<file path="config.mk">
export PLATFORM = sky130hd
export DESIGN_NAME = vga_timing_gen
export DESIGN_NICKNAME = d
export VERILOG_FILES = /design/src/rtl/vga_timing_pkg.sv /design/src/rtl/vga_axis_counter.sv /design/src/rtl/vga_timing_gen.sv
export SDC_FILE = /design/constraint.sdc
export NUM_CORES = 1
export LEC_CHECK = 0
export ABC_AREA = 1
export CORE_UTILIZATION = 53
export CTS_CLUSTER_SIZE = 28
export DETAILED_ROUTE_END_ITERATION = 10
export PLACE_DENSITY = 0.86
export SYNTH_ARGS = -nofsm -noshare
export SYNTH_HDL_FRONTEND = slang
export SYNTH_SLANG_ARGS = --single-unit
</file>
<file path="constraint.sdc">
create_clock -name clk -period 2.1 [get_ports clk]
set_input_delay 0.42 -clock clk [delete_from_list [all_inputs] [get_ports clk]]
set_output_delay 0.42 -clock clk [all_outputs]
set_load 0.02 [all_outputs]
</file>
<file path="src/rtl/vga_timing_pkg.sv">
// Shared constants and types for the VGA raster timing generator.
package vga_timing_pkg;

  // Default 640x480@60 geometry (pixels / lines).
  localparam int DEF_H_VIS  = 640;
  localparam int DEF_H_FP   = 16;
  localparam int DEF_H_SYNC = 96;
  localparam int DEF_H_BP   = 48;
  localparam int DEF_V_VIS  = 480;
  localparam int DEF_V_FP   = 10;
  localparam int DEF_V_SYNC = 2;
  localparam int DEF_V_BP   = 33;

  localparam int H_TOTAL  = DEF_H_VIS + DEF_H_FP + DEF_H_SYNC + DEF_H_BP;  // 800
  localparam int V_TOTAL  = DEF_V_VIS + DEF_V_FP + DEF_V_SYNC + DEF_V_BP;  // 525
  localparam int HS_START = DEF_H_VIS + DEF_H_FP;                          // 656
  localparam int HS_END   = DEF_H_VIS + DEF_H_FP + DEF_H_SYNC - 1;         // 751
  localparam int VS_START = DEF_V_VIS + DEF_V_FP;                          // 490
  localparam int VS_END   = DEF_V_VIS + DEF_V_FP + DEF_V_SYNC - 1;         // 491

  typedef enum logic {
    START = 1'b0,
    RUN   = 1'b1
  } ctrl_state_t;

  // Inclusive range test on a 10-bit coordinate.
  function automatic logic in_span(input logic [9:0] v,
                                   input logic [9:0] lo,
                                   input logic [9:0] hi);
    return (v >= lo) && (v <= hi);
  endfunction

endpackage

</file>
<file path="src/rtl/vga_axis_counter.sv">
// Modulo-N 10-bit axis counter. Exposes the registered count, the
// combinational next count (so downstream decode can be registered in
// step with the count) and a registered "at terminal count" flag.
module vga_axis_counter #(
  parameter int N = 800
) (
  input  logic       clk_i,
  input  logic       rst_i,
  input  logic       inc_i,
  output logic [9:0] cnt_o,
  output logic [9:0] nxt_o,
  output logic       wrap_o
);

  localparam logic [9:0] LAST = 10'(N - 1);

  logic [9:0] cnt_q, cnt_d;
  logic       wrap_q, wrap_d;

  // Next count; >= so an upset out-of-range value folds back to 0.
  always_comb begin
    cnt_d = cnt_q;
    if (inc_i) cnt_d = (cnt_q >= LAST) ? 10'd0 : cnt_q + 10'd1;
    wrap_d = (cnt_d >= LAST);
  end

  // Count and terminal flag registers.
  always_ff @(posedge clk_i or posedge rst_i) begin
    if (rst_i) begin
      cnt_q  <= 10'd0;
      wrap_q <= 1'b0;
    end else begin
      cnt_q  <= cnt_d;
      wrap_q <= wrap_d;
    end
  end

  assign cnt_o  = cnt_q;
  assign nxt_o  = cnt_d;
  assign wrap_o = wrap_q;

endmodule

</file>
<file path="src/rtl/vga_timing_gen.sv">
// VGA raster timing source: sync, coordinates, active-video flag and
// line/frame strobes, all registered against the same pixel.
module vga_timing_gen
  import vga_timing_pkg::*;
#(
  parameter int H_VIS    = DEF_H_VIS,
  parameter int H_FP     = DEF_H_FP,
  parameter int H_SYNC   = DEF_H_SYNC,
  parameter int H_BP     = DEF_H_BP,
  parameter int V_VIS    = DEF_V_VIS,
  parameter int V_FP     = DEF_V_FP,
  parameter int V_SYNC   = DEF_V_SYNC,
  parameter int V_BP     = DEF_V_BP,
  parameter int SYNC_NEG = 1
) (
  input  logic       clk,
  input  logic       reset,
  output logic       hsync,
  output logic       vsync,
  output logic       display_on,
  output logic [9:0] hpos,
  output logic [9:0] vpos,
  output logic       line_tick,
  output logic       frame_tick,
  output logic [7:0] frame_count
);

  localparam int         H_TOT     = H_VIS + H_FP + H_SYNC + H_BP;
  localparam int         V_TOT     = V_VIS + V_FP + V_SYNC + V_BP;
  localparam logic [9:0] HS_LO     = 10'(H_VIS + H_FP);
  localparam logic [9:0] HS_HI     = 10'(H_VIS + H_FP + H_SYNC - 1);
  localparam logic [9:0] VS_LO     = 10'(V_VIS + V_FP);
  localparam logic [9:0] VS_HI     = 10'(V_VIS + V_FP + V_SYNC - 1);
  localparam logic [9:0] H_VIS_W   = 10'(H_VIS);
  localparam logic [9:0] V_VIS_W   = 10'(V_VIS);
  localparam logic       SYNC_IDLE = (SYNC_NEG != 0);

  ctrl_state_t state_q, state_d;
  logic        run;
  logic [9:0]  h_cnt, h_nxt, v_cnt, v_nxt;
  logic        h_wrap, v_wrap;

  logic       hsync_q, hsync_d, vsync_q, vsync_d;
  logic       on_q, on_d, lt_q, lt_d, ft_q, ft_d;
  logic [7:0] fc_q, fc_d;

  // Controller state register.
  always_ff @(posedge clk or posedge reset) begin
    if (reset) state_q <= START;
    else       state_q <= state_d;
  end

  // START lasts exactly one edge; counters hold at (0,0) while in it.
  always_comb begin
    state_d = state_q;
    run     = 1'b0;
    case (state_q)
      START:   state_d = RUN;
      RUN:     run     = 1'b1;
      default: state_d = START;
    endcase
  end

  vga_axis_counter #(.N(H_TOT)) u_h (
    .clk_i (clk),
    .rst_i (reset),
    .inc_i (run),
    .cnt_o (h_cnt),
    .nxt_o (h_nxt),
    .wrap_o(h_wrap)
  );

  vga_axis_counter #(.N(V_TOT)) u_v (
    .clk_i (clk),
    .rst_i (reset),
    .inc_i (run & h_wrap),
    .cnt_o (v_cnt),
    .nxt_o (v_nxt),
    .wrap_o(v_wrap)
  );

  // Decode from the next coordinates so outputs align with hpos/vpos.
  always_comb begin
    hsync_d = in_span(h_nxt, HS_LO, HS_HI) ^ SYNC_IDLE;
    vsync_d = in_span(v_nxt, VS_LO, VS_HI) ^ SYNC_IDLE;
    on_d    = (h_nxt < H_VIS_W) && (v_nxt < V_VIS_W);
    lt_d    = (h_nxt == 10'd0);
    ft_d    = lt_d && (v_nxt == 10'd0);
    // Last pixel of the last line rolling over; the START tick never counts.
    fc_d    = fc_q + {7'd0, run & h_wrap & v_wrap};
  end

  // Output registers.
  always_ff @(posedge clk or posedge reset) begin
    if (reset) begin
      hsync_q <= SYNC_IDLE;
      vsync_q <= SYNC_IDLE;
      on_q    <= 1'b0;
      lt_q    <= 1'b0;
      ft_q    <= 1'b0;
      fc_q    <= 8'd0;
    end else begin
      hsync_q <= hsync_d;
      vsync_q <= vsync_d;
      on_q    <= on_d;
      lt_q    <= lt_d;
      ft_q    <= ft_d;
      fc_q    <= fc_d;
    end
  end

  assign hsync       = hsync_q;
  assign vsync       = vsync_q;
  assign display_on  = on_q;
  assign hpos        = h_cnt;
  assign vpos        = v_cnt;
  assign line_tick   = lt_q;
  assign frame_tick  = ft_q;
  assign frame_count = fc_q;

endmodule

</file>
==> metrics.csv <==
metric,value,unit
crit path DAT,1.41,ns
Mapped Nets,289,
final wirelength,4490,um
Worst path depth,1,
Post CTS Setup Buffer Count,0,
hold path depth,1,
share of cells above drive strength 1,9.54,%
DIE WIDTH,64.5,um
clock tree buffer depth,2,
RSZ-0062 raised after global routing,false,
vias per cell,5.12,
Die H,64.5,um
layout net count,331,
dpl cells,365,
Comb pwr share,24.2,%
Critical Setup Path Class,reg -> out,
CTS HTree Levels,2,
critical path's slowest cell,clkdlybuf4s50_1,
Pwr Density,838,nW/um2
synth top area cells,"dfrtp_1, nand2_1, inv_1, nand3_1, nor2_1",
Placer Congestion,0.874,
Final min period,1.83,ns
critical path capture point type,output pin,
Post-DRT Antenna Nets,0,
Synth top area share,41.2,%
Cell variety after synth,25,
I/O Pins,35,
Final setup violation count,0,
area growth from synthesis to layout,27.4,%
"Avg Cell Area, Syn",7.33,um2
Post-CTS Hold Buffers,0,
fill cell count,308,
GRT Overall Usage,24.1,%
clock share of power,38.3,%
Clock Skew,0.00633,ns
sequential power share,37.6,%
"Remaining Overflow, GRT",0,
outcome,"finished, final reports clean",
final hold vios,0,
first-pass GRT wire length,7550,um
Initial Util,56.0,%
Worst path top cell family by delay,buffers and inverters,
crit start category,flip-flop,
Initial DRC Count,62,
pin count of the biggest net entering global routing,37,
Pleak,1.46,nW
Sw Ratio,29.6,%
internal power,1.55,mW
Die ar.,4150,um2
I/O Buffers,34,
antenna violations before repair,0,
"Core Util, Final",71.4,%
CTS Buf Count,5,
clk sink count,36,
Pwr Total,2.21,mW
dpl hpwl,3280,um
CTS-repair resized insts,0,
CP cell instances,clkdlybuf4s50_1,
Post-Layout Cell Count,373,
max-cap check violation count,0,
"CTS clk-pin slew, worst paths",0.07,ns
R2R cell count,11,
max-slew violations,0,
f_max,547,MHz
Routed WL per cell,12.0,um
Vias,1908,
vias in the first global route,1768,
Net Sw Power,0.654,mW
Buf/Inv on CP,1,
Required @ worst endpoint,1.68,ns
Antenna Cells,0,
crit path max fanout,1,
Seq cells post-synth,36,
Crit path largest cell delay,0.59,ns
Synth Cell Area,2070,um2
Total Neg Setup Slack,0,ns
yosys warns,0,
Peak VDD IR,765,uV
TritonCTS clock tree,yes,
post-synth top area cell,dfrtp_1,
sequential element share of the synthesized area,43.7,%
Synth Instances,282,
HP Class,reg -> reg,
FP Rows,22,
# DRC,0,
Clock Tree Root,clkbuf_8,
first drt pass iteration count,4,
clk_lat worst skew,0.29,ns
core area,3690,um2
Final period util,87.0,%
## layout by cell type (no fill, tap or decap)
cell type        count
clkdlybuf4s50_1     34
nand3_2              1
buf_4                2
nor2_1              33
nand2_2              7
conb_1               1
ha_1                 5
xnor2_1              1
clkinv_1             2
nor3_1               1
nand3_4              2
nor4_1               1
nand4_1              5
nor2_4               4
nand3b_1             1
o21bai_1             2
dfrtp_1             34
nand2_1             78
inv_2                3
clkbuf_8             5
inv_1               55
bufinv_16            3
a21oi_1              5
xor2_1               6
dfstp_2              2
o21ai_0              3
nand3_1             27
nor2_2               2
## cells in the mapped netlist
cell,count
nand2_1,78
inv_1,55
dfrtp_1,34
nor2_1,33
nand3_1,27
nand2_2,7
xor2_1,6
a21oi_1,5
ha_1,5
nand4_1,5
nor2_4,4
inv_2,3
o21ai_0,3
clkinv_1,2
dfstp_2,2
nand3_4,2
nor2_2,2
o21bai_1,2
buf_4,1
conb_1,1
nand3_2,1
nand3b_1,1
nor3_1,1
nor4_1,1
xnor2_1,1
## path summary, 6_finish.rpt
check	start	endpoint	slack (ns)
min in group asynchronous	reset	frame_count[0]	0.54
setup reg to reg	u_v.cnt_o[0]	frame_tick	0.34
hold / removal	frame_count[7]	frame_count[7]	0.47
setup / recovery	vsync	vsync	0.27
hold reg to reg	frame_count[7]	frame_count[7]	0.47
max in group asynchronous	reset	hsync	1.22
## cell type report
type                       instances  area (um2)  share of cell area [%]
tap                               48        60.1                    2.28
clock buffer                       5        68.8                    2.61
multi-input combinational        185         931                    35.3
timing repair buffer              36         355                    13.5
clock inverter                     3        90.1                    3.42
inverter                          60         225                    8.55
sequential                        36         903                    34.3
## metrics by stage
step           instance area, um2  hold WS (ns)  setup slack, ns
5_1_grt                      2630         0.491            0.157
4_1_cts                      2630         0.476            0.253
6_report                     2630         0.469            0.272
2_1_floorplan                2070         0.568            0.491
3_3_place_gp                 2470         0.461            0.413
3_5_place_dp                 2470         0.466            0.382
## power by group through the flow
stage	clock [mW]	sequential, mW	combinational, mW
after global placement	0	0.841	0.511
after detailed placement	0	0.842	0.527
after CTS	0.856	0.829	0.534
final	0.845	0.829	0.533
after floorplan	0	0.907	0.268
after global routing	0.895	0.837	0.598
## metal layers
layer	GRT usage, %	part of all wire [%]	vias up
li1	-	-	944
met1	29.7	44	895
met2	40.7	50	61
met3	6.16	4.6	8
met4	8.61	1.2	0
met5	0	0	-
## state kept, by name (all words and copies together) (netlist names)
name / count
state_q: 1
frame_tick: 1
line_tick: 1
frame_count: 8
u_v.cnt_o: 10
u_h.wrap_o: 1
vsync: 1
display_on: 1
u_v.wrap_o: 1
u_h.cnt_o: 10
hsync: 1
## cells by family (layout without fill, tap and decap cells)
| family | Yosys count | count (layout) | synth area share (%) |
|---|---|---|---|
| buf+inv | 61 | 104 | 11.3 |
| other cells | 1 | 1 | 0.181 |
| compound gates | 10 | 10 | 2.66 |
| xor+xnor | 7 | 7 | 2.97 |
| simple gates | 162 | 162 | 36.2 |
| flops | 36 | 36 | 43.7 |
| fa+ha+maj | 5 | 5 | 3.03 |
(Power assumes the default switching activity.)
